===== src/rtl/shift_unit_pkg.sv =====
// Shared definitions for the shift unit and the write-back data mux.
// Holds the shift-op encodings, the FSM state encoding and the default data width.
package shift_unit_pkg;

    localparam int DEFAULT_WIDTH = 8;

    typedef enum logic [1:0] {
        SHIFTOP_LSL = 2'b00,
        SHIFTOP_LSR = 2'b01,
        SHIFTOP_ASR = 2'b10,
        SHIFTOP_ROR = 2'b11
    } shiftop_e;

    typedef enum logic [1:0] {
        ST_IDLE = 2'b00,
        ST_RUN  = 2'b01,
        ST_FIN  = 2'b10
    } shift_state_e;

endpackage


===== src/rtl/shift_unit_if.sv =====
// Request/result bundle between a shift requester and the shift unit.
// The slave side produces shifted_value/shift for the write-back mux.
interface shift_unit_if #(
    parameter int WIDTH = shift_unit_pkg::DEFAULT_WIDTH
);
    import shift_unit_pkg::*;

    logic             start;
    logic [WIDTH-1:0] operand;
    logic [7:0]       amount;
    shiftop_e         shiftop;
    logic             busy;
    logic             done;
    logic [WIDTH-1:0] shifted_value;
    logic             shift;

    modport master (
        output start,
        output operand,
        output amount,
        output shiftop,
        input  busy,
        input  done,
        input  shifted_value,
        input  shift
    );

    modport slave (
        input  start,
        input  operand,
        input  amount,
        input  shiftop,
        output busy,
        output done,
        output shifted_value,
        output shift
    );

endinterface


===== src/rtl/shift_step.sv =====
// Combinational single-bit shift/rotate step used once per RUN cycle.
module shift_step
    import shift_unit_pkg::*;
#(
    parameter int WIDTH = DEFAULT_WIDTH
) (
    input  logic [WIDTH-1:0] value,
    input  shiftop_e         op,
    output logic [WIDTH-1:0] next_value
);

    always_comb begin
        next_value = value;
        case (op)
            SHIFTOP_LSL: next_value = {value[WIDTH-2:0], 1'b0};
            SHIFTOP_LSR: next_value = {1'b0, value[WIDTH-1:1]};
            SHIFTOP_ASR: next_value = {value[WIDTH-1], value[WIDTH-1:1]};
            SHIFTOP_ROR: next_value = {value[0], value[WIDTH-1:1]};
            default:     next_value = value;
        endcase
    end

endmodule


===== src/rtl/shift_unit.sv =====
// Iterative shifter: one bit position per clock, result handed to write-back
// with a single-cycle shift select.
//
//   state   | meaning
//   --------+---------------------------------------------------------
//   ST_IDLE | waiting for start; result register holds last value
//   ST_RUN  | stepping shifted_value once per cycle, counter counting down
//   ST_FIN  | result valid; done/shift high for exactly this cycle
module shift_unit
    import shift_unit_pkg::*;
#(
    parameter int WIDTH = DEFAULT_WIDTH
) (
    input  logic         clk,
    input  logic         rst_n,
    shift_unit_if.slave  bus
);

    localparam int          CNT_W   = $clog2(WIDTH) + 1;
    localparam logic [31:0] WIDTH_U = 32'(WIDTH);

    shift_state_e     state_q, state_d;
    logic [CNT_W-1:0] cnt_q, cnt_d;
    logic [WIDTH-1:0] value_q, value_d;
    shiftop_e         op_q, op_d;

    logic [31:0]      amount_ext;
    logic [CNT_W-1:0] n_eff;
    logic [WIDTH-1:0] step_value;

    assign amount_ext = 32'(bus.amount);

    // Rotates wrap modulo WIDTH; plain shifts saturate at WIDTH.
    always_comb begin
        if (bus.shiftop == SHIFTOP_ROR) begin
            n_eff = CNT_W'(amount_ext % WIDTH_U);
        end else if (amount_ext >= WIDTH_U) begin
            n_eff = CNT_W'(WIDTH_U);
        end else begin
            n_eff = CNT_W'(amount_ext);
        end
    end

    shift_step #(
        .WIDTH (WIDTH)
    ) u_step (
        .value      (value_q),
        .op         (op_q),
        .next_value (step_value)
    );

    always_ff @(posedge clk or negedge rst_n) begin
        if (!rst_n) begin
            state_q <= ST_IDLE;
            cnt_q   <= '0;
            value_q <= '0;
            op_q    <= SHIFTOP_LSL;
        end else begin
            state_q <= state_d;
            cnt_q   <= cnt_d;
            value_q <= value_d;
            op_q    <= op_d;
        end
    end

    always_comb begin
        state_d = state_q;
        cnt_d   = cnt_q;
        value_d = value_q;
        op_d    = op_q;
        case (state_q)
            ST_IDLE: begin
                if (bus.start) begin
                    value_d = bus.operand;
                    op_d    = bus.shiftop;
                    cnt_d   = n_eff;
                    state_d = (n_eff != '0) ? ST_RUN : ST_FIN;
                end
            end
            ST_RUN: begin
                value_d = step_value;
                cnt_d   = cnt_q - CNT_W'(1);
                if (cnt_q == CNT_W'(1)) begin
                    state_d = ST_FIN;
                end
            end
            ST_FIN: begin
                state_d = ST_IDLE;
            end
            default: begin
                state_d = ST_IDLE;
            end
        endcase
    end

    assign bus.busy          = (state_q != ST_IDLE);
    assign bus.done          = (state_q == ST_FIN);
    assign bus.shift         = (state_q == ST_FIN);
    assign bus.shifted_value = value_q;

endmodule

===== src/flat_wrapper.sv =====
// flat-port wrapper written by rule: the top's interface ports become plain ports
module shift_unit_flat import shift_unit_pkg::*;
#(
    parameter int WIDTH = DEFAULT_WIDTH
)
  (clk, rst_n, bus_start, bus_operand, bus_amount, bus_shiftop, bus_busy, bus_done, bus_shifted_value, bus_shift);
  shift_unit_if #(.WIDTH(WIDTH)) bus_i ();
  input  logic clk;
  input  logic rst_n;
  input wire logic [$bits(bus_i.start)-1:0] bus_start;
  input wire logic [$bits(bus_i.operand)-1:0] bus_operand;
  input wire logic [$bits(bus_i.amount)-1:0] bus_amount;
  input wire logic [$bits(bus_i.shiftop)-1:0] bus_shiftop;
  output wire logic [$bits(bus_i.busy)-1:0] bus_busy;
  output wire logic [$bits(bus_i.done)-1:0] bus_done;
  output wire logic [$bits(bus_i.shifted_value)-1:0] bus_shifted_value;
  output wire logic [$bits(bus_i.shift)-1:0] bus_shift;
  assign bus_i.start = bus_start;
  assign bus_i.operand = bus_operand;
  assign bus_i.amount = bus_amount;
  assign bus_i.shiftop = bus_shiftop;
  assign bus_busy = bus_i.busy;
  assign bus_done = bus_i.done;
  assign bus_shifted_value = bus_i.shifted_value;
  assign bus_shift = bus_i.shift;
  shift_unit #(.WIDTH(WIDTH)) u_core (.clk(clk), .rst_n(rst_n), .bus(bus_i));
endmodule

===== config.mk =====
export PLATFORM = sky130hd
export DESIGN_NAME = shift_unit_flat
export DESIGN_NICKNAME = d
export VERILOG_FILES = /design/src/rtl/shift_unit_pkg.sv /design/src/rtl/shift_unit_if.sv /design/src/rtl/shift_step.sv /design/src/rtl/shift_unit.sv /design/src/flat_wrapper.sv
export SDC_FILE = /design/constraint.sdc
export NUM_CORES = 1
export LEC_CHECK = 0
export CORE_MARGIN = 4
export CORE_UTILIZATION = 30
export CTS_CLUSTER_DIAMETER = 80
export DETAILED_ROUTE_END_ITERATION = 8
export HOLD_SLACK_MARGIN = 0.15
export PLACE_DENSITY = 0.59
export REMOVE_ABC_BUFFERS = 1
export SYNTH_ARGS = -nofsm -noshare
export SYNTH_HDL_FRONTEND = slang
export SYNTH_SLANG_ARGS = --single-unit
export TNS_END_PERCENT = 20

===== constraint.sdc =====
create_clock -name clk -period 1.92 [get_ports clk]
set_clock_uncertainty 0.1 [all_clocks]
set_input_delay 0.192 -clock clk [delete_from_list [all_inputs] [get_ports clk]]
set_output_delay 0.192 -clock clk [all_outputs]
set_load 0.01 [all_outputs]

==> impl_results.md, run 1 <==
* Gr ovfl total at 0
* P_sw at 0.799 mW
* Synth unique cells at 30
* Slew Limit Fails at 0
* I/O Buffers at 31
* Post-route setup slack at 0.0793 ns
* Crit path required time at 1.63 ns
* Final instance area at 1370 um^2
* Largest net degree at the start of global routing at 17
* Clk pwr share at 11.0%
* Yosys reg bits at 16
* Worst min path class: in -> reg
* RSZ-0062 raised after global routing: no
* TritonRoute pass-1 iters at 4
* Combinational share of power at 55.6%
* DRC viols at 0
* Crit path largest cell delay at 0.48 ns
* CTS tree: done
* Net Sw Frac at 39.6%
* CTS root buf: clkbuf_4
* WL final at 2300 um
* Sequential Power Share at 33.3%
* Crit path kind: reg -> out
* Hold slack at 0.381 ns
* WHS Path Cells at 3
* Std cell rows at 20
* CP Max Fanout at 8
* Slowest CP cell: clkdlybuf4s50_1
* Synth warnings at 0
* Post-synthesis sequential area ratio at 42.6%
* Max-capacitance violation count at 0
* Slew margin rel. at 74.3%
* Actual slew at the worst max-slew pin at 0.385 ns
* Core area at 3030 um^2
* Static Leak at 0.556 nW
* Synth top area cells: dfrtp_1, mux2_2, nand2_1, o21ai_0, a22oi_1
* Status: complete, no violations
* Share of post-route cells with drive strength above 1 at 18.1%
* Routed vias/inst at 4.68
* Hold Vio Cnt, Final at 0
* Die height at 64.0 um
* Initial antenna violation count at 0
* Leading area contributor after synthesis: dfrtp_1
* Share of the synthesized area in the top cell type at 42.6%
* Worst-skew pair later-pin latency at 0.29 ns
* GRT Total Usage at 12.1%
* Cts bufs inserted at 3
* Int Power at 1.22 mW
* Avg Cell Area, Syn at 9.21 um^2
* GPL Wtd Cong at 0.833
* Die W at 64.0 um
* Post-Synthesis Cells at 102
* Initial DRC Count at 41
* Nets at 162
* Final HPWL from detailed placement at 1810 um
* Commonest cells after routing, fill and taps aside: clkdlybuf4s50_1, nand2_1, dfrtp_1
* Clk slew on worst S/H paths at 0.10 ns
* Final min period at 1.84 ns
* Peak VDD IR at 0.000636 V
* Post-route antenna net violation count at 0
* H-tree depth reported by CTS at 1
* Worst reg-to-reg path cell count at 4
* Power Total at 2.02 mW
* TNS Setup at 0 ns
* Pre-CTS setup slack at 0.0741 ns
* Syn Std Cell Area at 940 um^2
* Crit path cell chain: or2_2, clkdlybuf4s50_1
* Final Cycle Share at 95.9%
* Vias in the first global route at 858
* Crit path DAT at 1.55 ns
* Layout area overhead at 45.3%
* Number of fill cells at 313
* Worst setup SP type: register
* Antenna diodes at 0
* CTS Buffer Depth at 2
* Global-route wire length before repair at 3950 um
* Placed Area at 1320 um^2
* WL per Instance at 12.6 um
* Post-CTS Setup Bufs at 0
* Full die area at 4090 um^2
* Commonest non-fill, non-tap cell in the layout: clkdlybuf4s50_1
* Via count at 851
* Num ports at 32
* Power Density at 1480 nW/um^2
* Fmax achieved at 0.543 GHz
* Final setup fails at 0
* CTS sink cnt at 16
* CP endpoint kind: primary output
* Starting density of the core at 31.0%
## metrics by stage
| stage | instances | utilization (%) |
|---|---|---|
| after floorplan | 97 | - |
| after global placement | 177 | 43.5 |
| after detailed placement | 177 | 43.5 |
| after CTS | 182 | 45.0 |
| after global routing | 182 | 45.1 |
| final | 182 | 45.1 |
## Yosys cell counts
cell,count
dfrtp_1,16
nand2_1,15
o21ai_0,10
mux2_2,8
a21oi_1,7
a22oi_1,6
nor2_1,5
inv_1,4
nor2b_1,4
nand3_1,3
a31oi_1,2
buf_2,2
clkbuf_1,2
ha_1,2
a211oi_2,1
a21o_2,1
a2bb2oi_1,1
a311oi_1,1
buf_4,1
nand2_2,1
nand2b_1,1
nor2_2,1
nor3_1,1
nor3b_1,1
o21ai_4,1
o21bai_1,1
o22a_1,1
or2_2,1
or3_1,1
or4_4,1
## per-layer routing
layer / track usage (%) / up-vias / wire, um
li1: - / 434 / -
met1: 15.9 / 394 / 1120
met2: 19.4 / 21 / 1070
met3: 2.81 / 2 / 84
met4: 4.04 / 0 / 23
met5: 0 / - / 0
## power groups by stage
stage	Clock [mW]	Combinational, mW	Sequential, mW
after CTS	0.233	1.13	0.665
final	0.223	1.12	0.671
after global placement	0	1.11	0.668
after floorplan	0	0.672	0.657
after global routing	0.252	1.26	0.699
after detailed placement	0	1.12	0.673
## logic make-up after synthesis
kind of cell / Yosys count / share of synthesized area [%]
fa+ha+maj: 2 / 2.66
simple gates: 35 / 18.1
buf+inv: 9 / 4.26
mux: 8 / 9.59
compound gates: 32 / 22.8
flops: 16 / 42.6
## final cells by class
| class | count | area [um^2] | share of cell area [%] |
|---|---|---|---|
| Tap cell | 44 | 55.1 | 4.03 |
| Timing Repair Buffer | 37 | 358 | 26.2 |
| Multi-Input combinational cell | 77 | 499 | 36.6 |
| Inverter | 4 | 15.0 | 1.10 |
| Clock buffer | 4 | 36.3 | 2.66 |
| Sequential cell | 16 | 402 | 29.4 |
## worst paths after layout
| kind | startpoint | to | slack (ns) |
|---|---|---|---|
| hold / removal | bus_amount[0] | u_core.cnt_q[0]$_DFFE_PN0P_ | 0.38 |
| max in group asynchronous | rst_n | u_core.state_q[0]$_DFFE_PN0P_ | 0.86 |
| setup reg to reg | u_core.op_q[1]$_DFFE_PN0P_ | u_core.bus.shifted_value[6]$_DFFE_PN0P_ | 0.31 |
| hold reg to reg | u_core.bus.shifted_value[7]$_DFFE_PN0P_ | u_core.bus.shifted_value[7]$_DFFE_PN0P_ | 0.44 |
| min in group asynchronous | rst_n | u_core.bus.shifted_value[3]$_DFFE_PN0P_ | 0.64 |
| setup / recovery | u_core.state_q[1]$_DFFE_PN0P_ | bus_busy | 0.08 |
## critical path, delay by kind of cell (launching register included)
family / cells / cell delay [ns]
buffers and inverters: 1 / 0.48
DFF: 1 / 0.47
and+or+nand+nor: 1 / 0.32
## repair_timing
action / 4_1_cts / 5_1_grt
endpoints found under the setup margin: 0 / 2
resized for setup: 0 / 1
hold buffers: 1 / 0
endpoints found under the hold margin: 16 / 0
## flip-flops by register name (all words and copies together), names as in the netlist
name                      flops
u_core.bus.shifted_value      8
u_core.cnt_q                  4
u_core.op_q                   2
u_core.state_q                2
(Power assumes the default switching activity.)
==> run 2: changes to the inputs <==
--- a/config.mk
+++ b/config.mk
@@ -5,11 +5,12 @@
 export SDC_FILE = /design/constraint.sdc
 export NUM_CORES = 1
 export LEC_CHECK = 0
+export CAP_MARGIN = 0
 export CORE_MARGIN = 4
 export CORE_UTILIZATION = 30
 export CTS_CLUSTER_DIAMETER = 80
 export DETAILED_ROUTE_END_ITERATION = 8
-export HOLD_SLACK_MARGIN = 0.15
+export HOLD_SLACK_MARGIN = 0.08
 export PLACE_DENSITY = 0.59
 export REMOVE_ABC_BUFFERS = 1
 export SYNTH_ARGS = -nofsm -noshare
==> constraint.sdc (replaced) <==
create_clock -name clk -period 2.3 [get_ports clk]
set_clock_uncertainty 0.1 [all_clocks]
set_input_delay 0.23 -clock clk [delete_from_list [all_inputs] [get_ports clk]]
set_output_delay 0.23 -clock clk [all_outputs]
set_load 0.01 [all_outputs]
==> impl_results.md, run 2 (same netlist as run 1, synthesis figures left out) <==
* Commonest cells after routing, fill and taps aside: clkdlybuf4s50_1, dfrtp_1, nand2_1
* Largest net degree at the start of global routing at 17
* Crit path cell chain: or2_2, clkdlybuf4s50_1
* Worst Setup SP: u_core.state_q[0]$_DFFE_PN0P_
* WL final at 2240 um
* Num ports at 32
* Nets at 159
* Antenna diodes at 0
* Critical Path End: bus_busy
* DR top layer: met4
* Met3 WL post-DR at 145 um
* Final Cycle Share at 83.0%
* Die height at 64.0 um
* Crit path kind: reg -> out
* Hold Vio Cnt, Final at 0
* I/O Buffers at 31
* Static Leak at 0.536 nW
* Die W at 64.0 um
* CP Max Fanout at 11
* Std cell rows at 20
* Gr ovfl total at 0
* Worst setup SP type: register
* GPL Wtd Cong at 0.831
* WL per Instance at 12.6 um
* CTS resizes at 0
* Routed vias/inst at 4.74
* Status: complete, no violations
* Crit path largest cell delay at 0.51 ns
* Slowest CP cell: dfrtp_1
* Area of the multi-input gates at 499 um^2
* CTS root buf: clkbuf_4
* Crit Reg-Reg Startpoint: u_core.state_q[0]$_DFFE_PN0P_
* Sequential Area at 400 um^2
* Clk slew on worst S/H paths at 0.09 ns
* RR Endpoint: u_core.op_q[1]$_DFFE_PN0P_
* Cts bufs inserted at 3
* Starting density of the core at 31.0%
* DRC viols at 0
* CTS Buffer Depth at 2
* GRT Total Usage at 11.6%
* Initial DRC Count at 36
* Global-route wire length before repair at 3820 um
* TNS Setup at 0 ns
* Layout area overhead at 41.0%
* Post-CTS Setup Bufs at 0
* H-tree depth reported by CTS at 1
* Crit path required time at 1.97 ns
* Worst reg-to-reg path cell count at 3
* Via count at 843
* TritonRoute pass-1 iters at 4
* Peak VDD IR at 0.000433 V
* Share of post-route cells with drive strength above 1 at 15.7%
* Count of hold buffers inserted by post-cts repair at 0
* CTS sink cnt at 16
* Commonest non-fill, non-tap cell in the layout: clkdlybuf4s50_1
* WL met2 at 1070 um
* CP endpoint kind: primary output
* Vias in the first global route at 835
* CTS tree: done
* Power Density at 1220 nW/um^2
* Post-layout util at 43.8%
* Worst min path class: in -> async
* Max-capacitance violation count at 0
* Core area at 3030 um^2
* R2r setup slk at 0.64 ns
* Final HPWL from detailed placement at 1740 um
* Slew margin rel. at 51.9%
* Number of fill cells at 296
* Full die area at 4090 um^2
* Power Total at 1.62 mW
* Final setup fails at 0
* WL met1 at 1010 um
* Fmax achieved at 0.524 GHz
* Final min period at 1.91 ns
* RSZ-0062 raised after global routing: no
* Worst-skew pair later-pin latency at 0.29 ns
* Actual slew at the worst max-slew pin at 0.719 ns
* Initial antenna violation count at 0
* Max FFs per register at 8
* Crit path DAT at 1.58 ns
* Post-route antenna net violation count at 0
* Slew Limit Fails at 0
==> run 2: how the worst min path moves through the flow <==
| stage | from | end | slack, ns | cells past startpoint |
|---|---|---|---|---|
| 2_1_floorplan | rst_n | u_core.bus.shifted_value[0]$_DFFE_PN0P_ | -0.17 | 0 |
| 3_3_place_gp | u_core.bus.shifted_value[4]$_DFFE_PN0P_ | u_core.bus.shifted_value[4]$_DFFE_PN0P_ | 0.42 | 2 |
| 3_5_place_dp | u_core.bus.shifted_value[4]$_DFFE_PN0P_ | u_core.bus.shifted_value[4]$_DFFE_PN0P_ | 0.43 | 2 |
| 4_1_cts | rst_n | u_core.bus.shifted_value[3]$_DFFE_PN0P_ | 0.30 | 1 |
| 5_1_grt | rst_n | u_core.bus.shifted_value[3]$_DFFE_PN0P_ | 0.32 | 1 |
| 6_report | rst_n | u_core.bus.shifted_value[3]$_DFFE_PN0P_ | 0.26 | 1 |
==> run 2: report_power, final <==
group	total, mW	internal (mW)	switching, mW	leakage [nW]
sequential	0.556	0.412	0.144	0.197
clock	0.145	0.0608	0.0841	0.0138
combinational	0.917	0.490	0.427	0.325
total	1.62	0.963	0.655	0.536
==> run 2: layout make-up <==
| cell class | instances | share of cell area (%) |
|---|---|---|
| clock buffers | 3 | 1.70 |
| inverters | 4 | 1.13 |
| multi-input cells | 77 | 37.7 |
| flip-flops and latches | 16 | 30.2 |
| well taps | 44 | 4.15 |
| repair buffers | 34 | 25.1 |
==> run 2: worst max-delay path, delay by kind of cell (launching register included) <==
| family | cells | cell delay, ns |
|---|---|---|
| buf+inv | 1 | 0.48 |
| flops | 1 | 0.51 |
| simple gates | 1 | 0.32 |
==> run 2: routing by layer <==
| metal | GRT usage (%) | up-vias |
|---|---|---|
| li1 | - | 428 |
| met1 | 14.5 | 383 |
| met2 | 19.6 | 30 |
| met3 | 3.34 | 2 |
| met4 | 2.96 | 0 |
| met5 | 0 | - |
==> run 2: metrics by stage <==
step | hold slack (ns) | std cells | cell area (um^2) | worst slack [ns]
2_1_floorplan | -0.166 | 97 | 915 | 0.293
3_3_place_gp | 0.420 | 175 | 1300 | 0.446
3_5_place_dp | 0.431 | 175 | 1300 | 0.421
4_1_cts | 0.297 | 178 | 1330 | 0.371
5_1_grt | 0.325 | 178 | 1330 | 0.326
6_report | 0.262 | 178 | 1330 | 0.392
